==> src/rtl/sirv_gnrl_skidbuf_pkg.sv <==
// Purpose: shared state encodings and handshake helper for the skid buffer.
// Latency: n/a (constants and a pure function only).
// Backpressure: n/a.
package sirv_gnrl_skidbuf_pkg;

  // Occupancy-coded states: the state value doubles as the entry count.
  localparam logic [1:0] ST_EMPTY = 2'd0;
  localparam logic [1:0] ST_BUSY  = 2'd1;
  localparam logic [1:0] ST_FULL  = 2'd2;

  // A transfer happens on a cycle where both sides of the handshake agree.
  function automatic logic hs_fire(input logic vld, input logic rdy);
    return vld & rdy;
  endfunction

endpackage

==> src/rtl/sirv_gnrl_dfflr.sv <==
// Purpose: load-enabled register with asynchronous active-low clear to zero.
// Latency: 1 cycle from lden to qout.
// Backpressure: none; holds its value while lden is low.
module sirv_gnrl_dfflr #(
  parameter int DW = 32
) (
  input  logic          clk,
  input  logic          rst_n,
  input  logic          lden,
  input  logic [DW-1:0] dnxt,
  output logic [DW-1:0] qout
);

  // Capture dnxt only when enabled; clear immediately on reset.
  always_ff @(posedge clk or negedge rst_n) begin
    if (!rst_n) begin
      qout <= '0;
    end else if (lden) begin
      qout <= dnxt;
    end
  end

endmodule

==> src/rtl/sirv_gnrl_skidbuf.sv <==
// Purpose: two-entry registered valid/ready skid buffer (main + skid entry).
// Latency: 1 cycle from input handshake to o_vld when empty; 1 beat/cycle sustained.
// Backpressure: i_rdy drops (registered) only when both entries are occupied.
module sirv_gnrl_skidbuf
  import sirv_gnrl_skidbuf_pkg::*;
#(
  parameter int DW = 32
) (
  input  logic          clk,
  input  logic          rst_n,
  input  logic          i_vld,
  output logic          i_rdy,
  input  logic [DW-1:0] i_dat,
  output logic          o_vld,
  input  logic          o_rdy,
  output logic [DW-1:0] o_dat,
  output logic [1:0]    o_cnt
);

  logic [1:0]    state_r;
  logic [1:0]    state_nxt;
  logic          state_ld;
  logic          main_ld;
  logic          skid_ld;
  logic          main_from_skid;
  logic [DW-1:0] main_nxt;
  logic [DW-1:0] skid_r;
  logic          in_fire;
  logic          out_fire;
  logic          i_rdy_r;
  logic          o_vld_r;

  assign in_fire  = hs_fire(i_vld, i_rdy_r);
  assign out_fire = hs_fire(o_vld_r, o_rdy);

  // Next-state and register-enable decode; illegal encodings fall back to EMPTY.
  always_comb begin
    state_nxt      = state_r;
    main_ld        = 1'b0;
    skid_ld        = 1'b0;
    main_from_skid = 1'b0;
    case (state_r)
      ST_EMPTY: begin
        if (in_fire) begin
          state_nxt = ST_BUSY;
          main_ld   = 1'b1;
        end
      end
      ST_BUSY: begin
        if (in_fire && out_fire) begin
          main_ld = 1'b1;
        end else if (in_fire) begin
          state_nxt = ST_FULL;
          skid_ld   = 1'b1;
        end else if (out_fire) begin
          state_nxt = ST_EMPTY;
        end
      end
      ST_FULL: begin
        // i_rdy is low here, so only the drain side can move.
        if (out_fire) begin
          state_nxt      = ST_BUSY;
          main_ld        = 1'b1;
          main_from_skid = 1'b1;
        end
      end
      default: begin
        state_nxt = ST_EMPTY;
      end
    endcase
  end

  assign state_ld = (state_nxt != state_r);
  assign main_nxt = main_from_skid ? skid_r : i_dat;

  sirv_gnrl_dfflr #(.DW(2)) u_state_dff (
    .clk   (clk),
    .rst_n (rst_n),
    .lden  (state_ld),
    .dnxt  (state_nxt),
    .qout  (state_r)
  );

  sirv_gnrl_dfflr #(.DW(DW)) u_main_dff (
    .clk   (clk),
    .rst_n (rst_n),
    .lden  (main_ld),
    .dnxt  (main_nxt),
    .qout  (o_dat)
  );

  sirv_gnrl_dfflr #(.DW(DW)) u_skid_dff (
    .clk   (clk),
    .rst_n (rst_n),
    .lden  (skid_ld),
    .dnxt  (i_dat),
    .qout  (skid_r)
  );

  // Handshake outputs are flopped from the next state so neither side sees a comb path.
  always_ff @(posedge clk or negedge rst_n) begin
    if (!rst_n) begin
      i_rdy_r <= 1'b1;
      o_vld_r <= 1'b0;
    end else begin
      i_rdy_r <= (state_nxt != ST_FULL);
      o_vld_r <= (state_nxt == ST_BUSY) || (state_nxt == ST_FULL);
    end
  end

  assign i_rdy = i_rdy_r;
  assign o_vld = o_vld_r;
  assign o_cnt = state_r;

endmodule
==> config.mk <==
export PLATFORM = sky130hd
export DESIGN_NAME = sirv_gnrl_skidbuf
export DESIGN_NICKNAME = d
export VERILOG_FILES = /design/src/rtl/sirv_gnrl_skidbuf_pkg.sv /design/src/rtl/sirv_gnrl_dfflr.sv /design/src/rtl/sirv_gnrl_skidbuf.sv
export SDC_FILE = /design/constraint.sdc
export NUM_CORES = 1
export LEC_CHECK = 0
export ABC_AREA = 1
export BUFFER_PORTS_ARGS = -buffer_cell sky130_fd_sc_hd__buf_2
export CAP_MARGIN = 30
export CORE_AREA = 2 2 77 79
export DETAILED_ROUTE_END_ITERATION = 8
export DIE_AREA = 0 0 79 81
export PLACE_DENSITY_LB_ADDON = 0.08
export SLEW_MARGIN = 15
export SYNTH_ARGS = -nofsm -noshare
export SYNTH_HDL_FRONTEND = slang
export SYNTH_SLANG_ARGS = --single-unit
export TNS_END_PERCENT = 20
==> constraint.sdc <==
create_clock -name clk -period 2.89 [get_ports clk]
set_clock_uncertainty 0.05 [all_clocks]
set_input_delay 0.578 -clock clk [delete_from_list [all_inputs] [get_ports clk]]
set_output_delay 0.578 -clock clk [all_outputs]
set_load 0.005 [all_outputs]
==> impl_summary.log <==
INFO  metric outcome = finished clean
INFO  metric cts-htree-levels = 3
INFO  metric synth_sequential_area_ratio = 0.542
INFO  metric first_global_vias = 2,600
INFO  metric max_slew.worst_pin.slew = 0.646 ns
INFO  metric die_area = 6400 µm²
INFO  metric insertedDiodeCount = 0
INFO  metric worst_slew_margin_rel = 0.570
INFO  metric power_total = 3.81 mW
INFO  metric commonest_non_fill_non_tap_cells_in_the_layout = 169 x sky130_fd_sc_hd__nand2_1, 71 x sky130_fd_sc_hd__buf_2, 67 x sky130_fd_sc_hd__dfrtp_1
INFO  metric clkSinkCount = 68
INFO  metric critPathMostFrequentCell = sky130_fd_sc_hd__nand2_1
INFO  metric dp.final_hpwl = 4240 µm
INFO  metric synth_area = 3140 µm²
INFO  metric start_util = 0.553
INFO  metric cp_max_stage_delay = 0.53 ns
INFO  metric synth.net_count = 440
INFO  metric die_w = 79 µm
INFO  metric synth_cell_types = 15
INFO  metric netlist_instances = 403
INFO  metric finalMaxSlewViolations = 0
INFO  metric most_common_cell_after_layout_fill_and_taps_aside = sky130_fd_sc_hd__nand2_1
INFO  metric hold_violations = 0
INFO  metric total_gr_overflow = 0
INFO  metric cpMaxStageDelayCell = sky130_fd_sc_hd__dfstp_2
INFO  metric io_buffers = 71
INFO  metric setup_viol = 0
INFO  metric insertion_delay = 0.33 ns
INFO  metric critPathArrivalTime = 2.07 ns
INFO  metric p_leak = 2.18 nW
INFO  metric avgViaCountPerCell = 5.03
INFO  metric power_density = 1030 nW/µm²
INFO  metric register_bit_count_reported_by_yosys = 68
INFO  metric cts_tree = yes
INFO  metric route.final.wire_length = 7000 µm
INFO  metric ir_drop = 0.000560 V
INFO  metric rsz0062_at_grt = no
INFO  metric postCtsHoldBufs = 0
INFO  metric yosys.area.top_type = sky130_fd_sc_hd__dfrtp_1
INFO  metric min_period_over_period = 0.660
INFO  metric die_h = 81 µm
INFO  metric critPathKind = reg -> reg
INFO  metric placeableCoreArea = 5680 µm²
INFO  metric maximum_fanout_along_the_worst_path = 40
INFO  metric timing.critical_path.required = 3.06 ns
INFO  metric final_antenna_net_count = 0
INFO  metric route.detailed.drc = 0
INFO  metric ctsResizeCount = 0
INFO  metric fmax = 524 MHz
INFO  metric grtUsageTotal = 0.235
INFO  metric min_period = 1.91 ns
INFO  metric cts-buffers-inserted = 9
INFO  metric clock_path_buffers = 2
INFO  metric post_synth.cell_area_avg = 7.79 µm²
INFO  metric critical_path.endpoint_type = flip-flop
INFO  metric path_clk_slew = 0.07 ns
INFO  metric grt_first_pass_wirelength = 11,900 µm
INFO  metric drt-pass1-iter-count = 4
INFO  metric core.rowCount = 28
INFO  metric synth.area.top_cells = sky130_fd_sc_hd__dfrtp_1 53%, sky130_fd_sc_hd__nand2_1 20%, sky130_fd_sc_hd__nand3_1 10%
INFO  metric dr_total_vias = 2,741
INFO  metric worstSetupStartpointType = flip-flop
INFO  metric final.fill_count = 537
INFO  metric clock-root-buffer = sky130_fd_sc_hd__clkbuf_8
INFO  metric max_cap_viol_count = 0
INFO  metric drive_above_1_share = 0.206
INFO  metric top_level_ports = 72
INFO  metric yosysWarningCount = 0
INFO  metric setup_tns = 0 ns
INFO  metric grt_antenna_before_repair = 0
INFO  metric routabilityCongestion = 0.760
INFO  metric hold_path_class = in -> async
INFO  metric finish.net_count = 503
INFO  metric grt_start_max_net_pins = 65
INFO  metric first_iter_violations = 216
INFO  metric post-cts-setup-buffer-count = 0
INFO  metric synth_largest_type_area_fraction = 0.534
INFO  metric crit_path_cell_trace = nand2_1, nor2_1, nand3_2, buf_12, nand2_1, o21ai_1
INFO  metric detail_routed_net_length_per_standard_cell = 12.8 µm
INFO  metric areaGrowthSynthToFinish = 18.4%
per-layer routing:
metal,global-route usage,share of wire,wire length (µm),up-vias
met1,0.326,0.48,3360,1286
met4,0.114,0.0073,51,0
met5,0,0,0,-
li1,-,-,-,1381
met2,0.365,0.47,3270,68
met3,0.0344,0.044,309,6
stage by stage:
step | hold slack, ns | util | instance area, µm² | setup slack, ns | cells
CTS | 0.208 | 0.655 | 3720 | 0.986 | 545
global route | 0.236 | 0.655 | 3720 | 0.794 | 545
global placement | 0.422 | 0.623 | 3530 | 0.902 | 530
finish | 0.201 | 0.655 | 3720 | 0.983 | 545
detailed placement | 0.429 | 0.623 | 3530 | 0.863 | 530
floorplan | 0.232 | - | 3140 | 1.29 | 403
worst max-delay path: cells and delay by family (launching register included):
| family | cells | cell delay [ns] |
|---|---|---|
| compound gates | 1 | 0.06 |
| buf+inv | 1 | 0.38 |
| flops | 1 | 0.53 |
| simple gates | 4 | 0.76 |
power by group:
| group | internal (mW) | switching (mW) | leakage, nW | total (mW) |
|---|---|---|---|---|
| clock | 0.418 | 0.337 | 0.0935 | 0.754 |
| sequential | 1.41 | 0.245 | 0.847 | 1.65 |
| combinational | 0.553 | 0.853 | 1.24 | 1.41 |
synthesized netlist by cell type (all sizes together):
cell	instances
buf	18
clkbuf	8
dfrtp	67
dfstp	1
ha	1
inv	37
nand2	170
nand3	65
nor2	4
o21ai	32
cells by family after synthesis:
logic type / after synthesis / synth area share
buf+inv: 63 / 0.0888
simple gates: 239 / 0.314
flops: 68 / 0.542
compound gates: 32 / 0.0510
fa+ha+maj: 1 / 0.00398
final cells by class:
type / instances / area (µm²) / area share
Clock inverter: 2 / 35.0 / 0.00942
Multi-Input combinational cell: 272 / 1170 / 0.314
Tap cell: 75 / 93.8 / 0.0252
Timing Repair Buffer: 78 / 433 / 0.116
Sequential cell: 68 / 1700 / 0.458
Inverter: 37 / 139 / 0.0373
Clock buffer: 13 / 149 / 0.0400
registers in the layout (all words and copies together) (netlist names):
name	cells
o_vld	1
i_rdy	1
u_state_dff.qout	2
u_skid_dff.qout	32
u_main_dff.qout	32
path summary, 6_finish.rpt:
kind | startpoint | endpoint | slack [ns] | depth (start not counted)
worst max-delay path | i_rdy | u_skid_dff.qout[7] | 0.98 | 6
worst min-delay path | rst_n | u_main_dff.qout[13] | 0.20 | 1
worst max register to register | i_rdy | u_skid_dff.qout[7] | 0.98 | 6
worst min register to register | u_skid_dff.qout[31] | u_skid_dff.qout[31] | 0.44 | 2
max in group asynchronous | rst_n | u_main_dff.qout[10] | 1.93 | 2
min in group clk | i_dat[9] | u_skid_dff.qout[9] | 0.43 | 3
Note: power is estimated with default switching activity, not from simulation.
